<file path="src/rtl/bm_memory_stream_reader_if.sv">
// ---------------------------------------------------------------------------
// bm_memory_stream_reader_if
//
// Bundles the write port and the valid/ready drain stream of
// bm_memory_stream_reader.
//
// Signals:
//   wr_en, wr_addr, wr_data  external write port into the reader's memory
//   start                    request a drain pass (honoured only when idle)
//   out_data, out_valid,     registered output stream; out_last marks the
//   out_last, out_ready      word read from the highest address
//   busy, done               pass in progress / one-cycle end-of-pass pulse
//
// Modports:
//   master  the environment: writer, pass initiator and stream consumer
//   slave   the reader itself
// ---------------------------------------------------------------------------
interface bm_memory_stream_reader_if #(
    parameter int unsigned BITS      = 2,
    parameter int unsigned ADDR_BITS = 2
);
    logic                 wr_en;
    logic [ADDR_BITS-1:0] wr_addr;
    logic [BITS-1:0]      wr_data;
    logic                 start;
    logic [BITS-1:0]      out_data;
    logic                 out_valid;
    logic                 out_ready;
    logic                 out_last;
    logic                 busy;
    logic                 done;

    modport master (
        output wr_en,
        output wr_addr,
        output wr_data,
        output start,
        output out_ready,
        input  out_data,
        input  out_valid,
        input  out_last,
        input  busy,
        input  done
    );

    modport slave (
        input  wr_en,
        input  wr_addr,
        input  wr_data,
        input  start,
        input  out_ready,
        output out_data,
        output out_valid,
        output out_last,
        output busy,
        output done
    );
endinterface

</file>
<file path="src/rtl/bm_memory_stream_reader.sv">
// ---------------------------------------------------------------------------
// bm_memory_stream_reader
//
// Holds a 2^ADDR_BITS x BITS register memory filled through a plain write
// port. On start it drains every entry, lowest address first, through a
// registered valid/ready stream, then pulses done for one cycle.
//
// Ports:
//   clock    rising-edge clock
//   reset_n  synchronous, active-low reset (memory contents are not cleared)
//   bus      bm_memory_stream_reader_if.slave: write port, start, output
//            stream (out_data/out_valid/out_ready/out_last), busy, done
//
// Build option:
//   BM_MEM_READER_LOOP_EN  when defined, accepting the last word while start
//                          is high restarts the pass at address 0 without a
//                          done pulse, giving a continuous stream.
// ---------------------------------------------------------------------------
module bm_memory_stream_reader #(
    parameter int unsigned BITS      = 2,
    parameter int unsigned ADDR_BITS = 2
) (
    input logic                      clock,
    input logic                      reset_n,
    bm_memory_stream_reader_if.slave bus
);
    localparam int unsigned DEPTH = 1 << ADDR_BITS;
    localparam logic [ADDR_BITS-1:0] LAST_ADDR = '1;

    typedef enum logic [1:0] {
        StIdle,
        StFetch,
        StPresent,
        StDone
    } state_e;

    logic [BITS-1:0] mem [DEPTH];

    state_e               state_q, state_d;
    logic [ADDR_BITS-1:0] rd_addr_q, rd_addr_d;
    logic [BITS-1:0]      out_data_q, out_data_d;
    logic                 out_valid_q, out_valid_d;
    logic                 out_last_q, out_last_d;

    // Writes land on the edge; a FETCH on the same edge therefore still reads
    // the previous contents (read-before-write).
    always_ff @(posedge clock) begin
        if (bus.wr_en) begin
            mem[bus.wr_addr] <= bus.wr_data;
        end
    end

    always_ff @(posedge clock) begin
        if (!reset_n) begin
            state_q     <= StIdle;
            rd_addr_q   <= '0;
            out_data_q  <= '0;
            out_valid_q <= 1'b0;
            out_last_q  <= 1'b0;
        end else begin
            state_q     <= state_d;
            rd_addr_q   <= rd_addr_d;
            out_data_q  <= out_data_d;
            out_valid_q <= out_valid_d;
            out_last_q  <= out_last_d;
        end
    end

    always_comb begin
        state_d     = state_q;
        rd_addr_d   = rd_addr_q;
        out_data_d  = out_data_q;
        out_valid_d = out_valid_q;
        out_last_d  = out_last_q;

        unique case (state_q)
            StIdle: begin
                if (bus.start) begin
                    state_d   = StFetch;
                    rd_addr_d = '0;
                end
            end

            StFetch: begin
                out_data_d  = mem[rd_addr_q];
                out_valid_d = 1'b1;
                out_last_d  = (rd_addr_q == LAST_ADDR);
                state_d     = StPresent;
            end

            StPresent: begin
                // Stream outputs stay frozen until the consumer takes the word.
                if (bus.out_ready) begin
                    out_valid_d = 1'b0;
                    if (!out_last_q) begin
                        rd_addr_d = rd_addr_q + 1'b1;
                        state_d   = StFetch;
                    end else begin
`ifdef BM_MEM_READER_LOOP_EN
                        if (bus.start) begin
                            rd_addr_d = '0;
                            state_d   = StFetch;
                        end else begin
                            state_d = StDone;
                        end
`else
                        state_d = StDone;
`endif
                    end
                end
            end

            StDone: begin
                state_d = StIdle;
            end

            default: begin
                state_d = StIdle;
            end
        endcase
    end

    assign bus.out_data  = out_data_q;
    assign bus.out_valid = out_valid_q;
    assign bus.out_last  = out_last_q;
    assign bus.busy      = (state_q != StIdle);
    assign bus.done      = (state_q == StDone);

    // A word is on the stream exactly while the FSM is presenting it.
    a_valid_in_present : assert property (
        @(posedge clock) disable iff (!reset_n) out_valid_q == (state_q == StPresent)
    );

    a_done_not_valid : assert property (
        @(posedge clock) disable iff (!reset_n) (state_q == StDone) |-> !out_valid_q
    );
endmodule

</file>
<file path="src/flat_wrapper.sv">
// flat-port wrapper written by rule: the top's interface ports become plain ports
module bm_memory_stream_reader_flat 
#(
    parameter int unsigned BITS      = 2,
    parameter int unsigned ADDR_BITS = 2
)
  (clock, reset_n, bus_wr_en, bus_wr_addr, bus_wr_data, bus_start, bus_out_ready, bus_out_data, bus_out_valid, bus_out_last, bus_busy, bus_done);
  bm_memory_stream_reader_if #(.BITS(BITS), .ADDR_BITS(ADDR_BITS)) bus_i ();
  input logic clock;
  input logic reset_n;
  input wire logic [$bits(bus_i.wr_en)-1:0] bus_wr_en;
  input wire logic [$bits(bus_i.wr_addr)-1:0] bus_wr_addr;
  input wire logic [$bits(bus_i.wr_data)-1:0] bus_wr_data;
  input wire logic [$bits(bus_i.start)-1:0] bus_start;
  input wire logic [$bits(bus_i.out_ready)-1:0] bus_out_ready;
  output wire logic [$bits(bus_i.out_data)-1:0] bus_out_data;
  output wire logic [$bits(bus_i.out_valid)-1:0] bus_out_valid;
  output wire logic [$bits(bus_i.out_last)-1:0] bus_out_last;
  output wire logic [$bits(bus_i.busy)-1:0] bus_busy;
  output wire logic [$bits(bus_i.done)-1:0] bus_done;
  assign bus_i.wr_en = bus_wr_en;
  assign bus_i.wr_addr = bus_wr_addr;
  assign bus_i.wr_data = bus_wr_data;
  assign bus_i.start = bus_start;
  assign bus_i.out_ready = bus_out_ready;
  assign bus_out_data = bus_i.out_data;
  assign bus_out_valid = bus_i.out_valid;
  assign bus_out_last = bus_i.out_last;
  assign bus_busy = bus_i.busy;
  assign bus_done = bus_i.done;
  bm_memory_stream_reader #(.BITS(BITS), .ADDR_BITS(ADDR_BITS)) u_core (.clock(clock), .reset_n(reset_n), .bus(bus_i));
endmodule
</file>
<file path="config.mk">
export PLATFORM = sky130hd
export DESIGN_NAME = bm_memory_stream_reader_flat
export DESIGN_NICKNAME = d
export VERILOG_FILES = /design/src/rtl/bm_memory_stream_reader_if.sv /design/src/rtl/bm_memory_stream_reader.sv /design/src/flat_wrapper.sv
export SDC_FILE = /design/constraint.sdc
export NUM_CORES = 1
export LEC_CHECK = 0
export CELL_PAD_IN_SITES_DETAIL_PLACEMENT = 0
export CELL_PAD_IN_SITES_GLOBAL_PLACEMENT = 1
export CORE_ASPECT_RATIO = 0.8
export CORE_MARGIN = 2
export CORE_UTILIZATION = 40
export CTS_BUF_LIST = sky130_fd_sc_hd__clkbuf_16
export DETAILED_ROUTE_END_ITERATION = 8
export PLACE_DENSITY_LB_ADDON = 0.1
export SYNTH_ARGS = -nofsm -noshare
export SYNTH_HDL_FRONTEND = slang
export SYNTH_SLANG_ARGS = --single-unit
</file>
<file path="constraint.sdc">
create_clock -name clock -period 3 [get_ports clock]
set_clock_uncertainty 0.15 [all_clocks]
set_input_delay 0.6 -clock clock [delete_from_list [all_inputs] [get_ports clock]]
set_output_delay 0.6 -clock clock [all_outputs]
set_load 0.1 [all_outputs]
</file>
==> out/summary.txt, run 1 <==
Cell Count, Final, Fillers Out -> 93
synthesized area -> 688 um^2
IO Count -> 15
vias per cell -> 4.80
max-cap viol count -> 0
worst-case hold slack -> 0.364 ns
Pwr Density -> 637 mW/mm^2
crit-path max FO -> 7
Clock Path Buffers -> 2
Final #Nets -> 82
TritonRoute pass-1 iters -> 2
dominant cells by area after synthesis -> edfxtp_1, dfxtp_1, mux4_1
top_reg_cell synth -> edfxtp_1
# hold bufs at CTS -> 0
setup TNS -> 0 ns
Synth area leader -> edfxtp_1
multi-input logic area -> 277 um^2
Initial Util -> 0.423
total track usage -> 0.125
Seq/Total Area, Yosys -> 0.582
gpl congestion -> 0.675
worst reg-to-reg setup slack -> 1.54 ns
Post-Syn Instances -> 54
yosys warns -> 0
remaining global-route overflow -> 0
Least-Margin Pin Slew -> 0.348 ns
DRC viols -> 0
CTS buffer count -> 3
die area -> 0.00207 mm^2
Tmin final -> 1.92 ns
Post-CTS Resized -> 0
Synth-to-Final Area Change -> 33.1%
clock tree sinks -> 16
Die Height -> 41.1 um
first-pass GRT wire length -> 1710 um
Storage cell area -> 400 um^2
initial antenna violation count -> 0
H-Tree Depth -> 1
clock latency on the worst-skew pair -> 0.25 ns
RSZ-0062 raised after global routing -> no
Yosys reg bits -> 16
Synth Net Count -> 64
largest net degree at the start of global routing -> 11
Worst Setup Start Kind -> register
synth unique cells -> 22
Synth top cells by count -> dfxtp_1, edfxtp_1, mux2i_1
run status -> completed
final hold vios -> 0
CTS tree -> built
share of layout cells above drive strength 1 -> 0.155
Post-DRT Antenna Nets -> 0
# diodes -> 0
worst relative slew slack -> 0.768
Cells after DPL -> 89
maximum VDD drop -> 0.540 mV
Pleak -> 0.000368 uW
clock root cell -> clkbuf_16
average wire per standard cell -> 11.4 um
Tcrit/Tclk final -> 0.641
Critical Path RT -> 2.25 ns
Max Freq -> 520 MHz
clk slew on worst S/H paths -> 0.05 ns
ys async rst share -> 0
hold crit path type -> reg2reg
Synth Area per Inst -> 12.7 um^2
post-synth top area share -> 0.349
crit path kind -> reg2out
Max Slew Vio Count -> 0
crit end category -> output port
final setup fails -> 0
Via Count -> 446
Setup Fix Bufs, Post-CTS -> 0
number of flops mapped to enable cells by yosys -> 8
initial drt markers -> 2
Core Region -> 0.00163 mm^2
vias in the first global route -> 368
Std-Cell Rows -> 13
fill count -> 149
IO buf count -> 14
Die X-Extent -> 50.4 um
Routed WL -> 1060 um
CP arrival -> 1.17 ns
through the flow:
stage	instance area [um^2]	utilization	total power [uW]	worst slack (ns)
floorplan	688	-	308	1.05
global placement	837	0.515	332	1.09
detailed placement	837	0.515	332	1.07
CTS	916	0.563	590	1.07
global route	916	0.563	601	1.05
finish	916	0.563	583	1.08
registers in the layout, summed over array words and instances, names as in the netlist:
name	flops
u_core.bus.out_valid	1
u_core.bus.out_data	2
u_core.state_q	2
u_core.mem	8
u_core.rd_addr_q	2
u_core.bus.out_last	1
cells in the final DEF (no fill, tap or decap):
master,n
or2_2,1
inv_1,2
ha_1,1
nor2_1,2
nand3b_1,2
nand2_1,4
clkbuf_16,3
mux4_1,2
nand2b_4,1
and3_1,1
a21oi_1,3
o21ai_0,2
and2_1,1
nor2b_1,4
clkinv_1,1
clkdlybuf4s50_1,8
nor3b_1,1
mux2i_1,5
a21boi_1,1
dfxtp_1,8
buf_4,6
edfxtp_1,8
nand2b_1,2
and3b_1,1
nand3_1,1
metal layers:
metal / track usage / share of wire
met1: 0.149 / 0.50
met2: 0.178 / 0.42
met3: 0.0693 / 0.061
met4: 0.0811 / 0.015
met5: 0 / 0
cell families after synthesis:
kind of cell | synth area share
AOI/OAI and AO/OA | 0.0473
adders and majority gates | 0.0182
buffers and inverters | 0.0164
DFF | 0.582
muxes | 0.149
and+or+nand+nor | 0.187
worst max-delay path, stage by stage (launching register included):
cell and delay, ns:
dfxtp_1 0.38, or2_2 0.32, buf_4 0.23
final timing paths:
kind                            cells past startpoint                     end                  from
worst max-delay path                                2                bus_busy     u_core.state_q[0]
worst min-delay path                                2    u_core.bus.out_valid  u_core.bus.out_valid
worst max register to register                      3  u_core.bus.out_data[0]   u_core.rd_addr_q[0]
worst min register to register                      2    u_core.bus.out_valid  u_core.bus.out_valid
cell type report:
type                       instances  area share
tap                               22      0.0301
inverter                           2     0.00820
clock inverter                     1     0.00410
clock buffer                       3      0.0820
multi-input combinational         35       0.302
timing repair buffer              14       0.137
sequential                        16       0.437
power by group:
group	switching, uW	total (uW)	internal [uW]
Combinational	50.4	79.8	29.3
Clock	79.2	256	176
Sequential	6.99	248	241
(Power assumes the default switching activity.)
==> run 2: changes to the inputs <==
- CORE_UTILIZATION: 40 -> 37
- clock period: 3 -> 1.9 ns (I/O delays scaled with it)
==> run 2 against run 1 <==
Compared with the run above:
- combinational power grew 84%
- count of clock-buffer cells in the layout did not move
- non-clock buffer count did not move
- core utilization is 2.3 points higher
- sequential share of layout area shrank 3.3 points
- die area rose by 7.4%
- clock power increased by 59%
- sequential power increased by 58%
- power rose by 62%
- first-iteration DRC count rose by 100%
- wire length increased by 10%
- critical endpoint unchanged
==> out/summary.txt, run 2 (synthesis results as in run 1) <==
worst r2r src -> u_core.rd_addr_q[0]
slowest library cell on the worst path -> dfxtp_1
instance area at placement -> 912 um^2 (+9.0%)
Core Region -> 0.00169 mm^2 (+4.0%)
Cells after DPL -> 89 (unchanged)
Setup Fix Bufs, Post-CTS -> 0 (unchanged)
DRC viols -> 0 (unchanged)
worst reg-to-reg setup slack -> 0.48 ns (-1.06 ns)
Max Slew Vio Count -> 0 (unchanged)
Die Height -> 42.6 um (+3.6%)
crit-path max FO -> 7 (unchanged)
Cell Count, Final, Fillers Out -> 93 (unchanged)
switching power -> 223 uW (+63%)
crit end category -> output port
Via Count -> 448 (+0.45%)
average wire per standard cell -> 12.6 um (+10%)
Worst path max stage delay -> 0.38 ns (about the same)
initial drt markers -> 4 (+2)
worst relative slew slack -> 0.722 (-0.0454)
Initial Util -> 0.407 (-0.0163)
RSZ-0062 raised after global routing -> no
clock tree sinks -> 16 (unchanged)
first-pass GRT wire length -> 1980 um (+16%)
clock power share -> 0.429 (-0.009)
Synth-to-Final Area Change -> 44.0%
Tmin final -> 1.68 ns
crit path from -> u_core.state_q[0]
run status -> completed
Critical Path RT -> 1.37 ns (-0.88 ns)
Std-Cell Rows -> 13 (unchanged)
vias in the first global route -> 441 (+20%)
final hold vios -> 0 (unchanged)
CTS tree -> built
total track usage -> 0.128 (+0.00258)
worst-path cell chain -> or2_2 > buf_12
CP arrival -> 1.15 ns (-0.02 ns)
Net Sw Frac -> 0.236 (+0.00126)
Clock Path Buffers -> 2 (unchanged)
Tot Pwr -> 946 uW (+62%)
final setup fails -> 0 (unchanged)
clock root cell -> clkbuf_16
Die X-Extent -> 52.2 um (+3.7%)
TritonRoute pass-1 iters -> 4 (+2)
maximum VDD drop -> 0.700 mV (+30%)
Routed WL -> 1170 um (+10%)
Comb pwr share -> 0.155 (+0.018)
sequential share of power -> 0.416 (-0.009)
clock latency on the worst-skew pair -> 0.24 ns (about the same)
Post-DRT Antenna Nets -> 0 (unchanged)
clk slew on worst S/H paths -> 0.05 ns (about the same)
Pleak -> 0.000390 uW (+6.0%)
Largest Register -> u_core.mem
Worst Setup Start Kind -> register
share of layout cells above drive strength 1 -> 0.155 (unchanged)
HP Start -> u_core.rd_addr_q[1]
Pwr Density -> 955 mW/mm^2 (+50%)
# hold bufs at CTS -> 0 (unchanged)
Tcrit/Tclk final -> 0.883
hold crit path type -> reg2reg
Setup WS pre-CTS -> 0.122 ns (-0.946 ns)
CTS buffer count -> 3 (unchanged)
crit path kind -> reg2out
Final #Nets -> 82 (unchanged)
remaining global-route overflow -> 0 (unchanged)
IO Count -> 15 (unchanged)
most frequent cells in the layout -> clkdlybuf4s50_1, dfxtp_1, edfxtp_1, buf_12, mux2i_1
IO buf count -> 14 (unchanged)
gpl congestion -> 0.672 (-0.44%)
largest net degree at the start of global routing -> 11 (unchanged)
Final Cell Area -> 991 um^2 (+8.2%)
max-cap viol count -> 0 (unchanged)
vias per cell -> 4.82 (+0.45%)
internal power -> 723 uW (+62%)
setup TNS -> 0 ns (unchanged)
Least-Margin Pin Slew -> 0.416 ns (+0.0680 ns)
final worst setup slack -> 0.222 ns (-0.854 ns)
die area -> 0.00222 mm^2 (+7.4%)
Post-CTS Resized -> 0 (unchanged)
Max Freq -> 596 MHz
max reg flops -> 8 (unchanged)
H-Tree Depth -> 1 (unchanged)
# diodes -> 0 (unchanged)
initial antenna violation count -> 0 (unchanged)
==> run 2: path summary, 6_finish.rpt <==
check                                               to  cells past startpoint
worst max-delay path                          bus_busy                      2
worst min-delay path               u_core.rd_addr_q[1]                      2
worst max register to register  u_core.bus.out_data[1]                      3
worst min register to register     u_core.rd_addr_q[1]                      2
==> run 2: layer usage <==
metal  track usage  up-vias  share of wire
li1              -      229              -
met1         0.157      204           0.48
met2         0.192       12           0.44
met3        0.0643        3          0.064
met4        0.0462        0          0.015
met5             0        -              0
==> run 2: stage by stage <==
| step | hold slack (ns) | util |
|---|---|---|
| final | 0.366 | 0.586 |
| after global routing | 0.386 | 0.586 |
| after CTS | 0.366 | 0.586 |
| after detailed placement | 0.358 | 0.539 |
| after global placement | 0.359 | 0.539 |
| after floorplan | 0.319 | - |
==> run 2: layout make-up <==
class | count | area, um^2
Multi-Input combinational cell | 35 | 277
Tap cell | 22 | 27.5
Fill cell | 152 | 701
Inverter | 2 | 7.51
Timing Repair Buffer | 14 | 200
Clock buffer | 3 | 75.1
Clock inverter | 1 | 3.75
Sequential cell | 16 | 400
==> run 2: power by group through the flow <==
stage	registers, uW	logic [uW]	clock network [uW]
2_1_floorplan	426	59.9	0
3_3_place_gp	400	146	0
3_5_place_dp	400	148	0
4_1_cts	394	148	413
5_1_grt	396	154	426
6_report	393	147	406
==> run 2: worst max-delay path: cells and delay by family (launching register included) <==
kind	cells	cell delay, ns
buf+inv	1	0.17
flops	1	0.38
simple gates	1	0.35
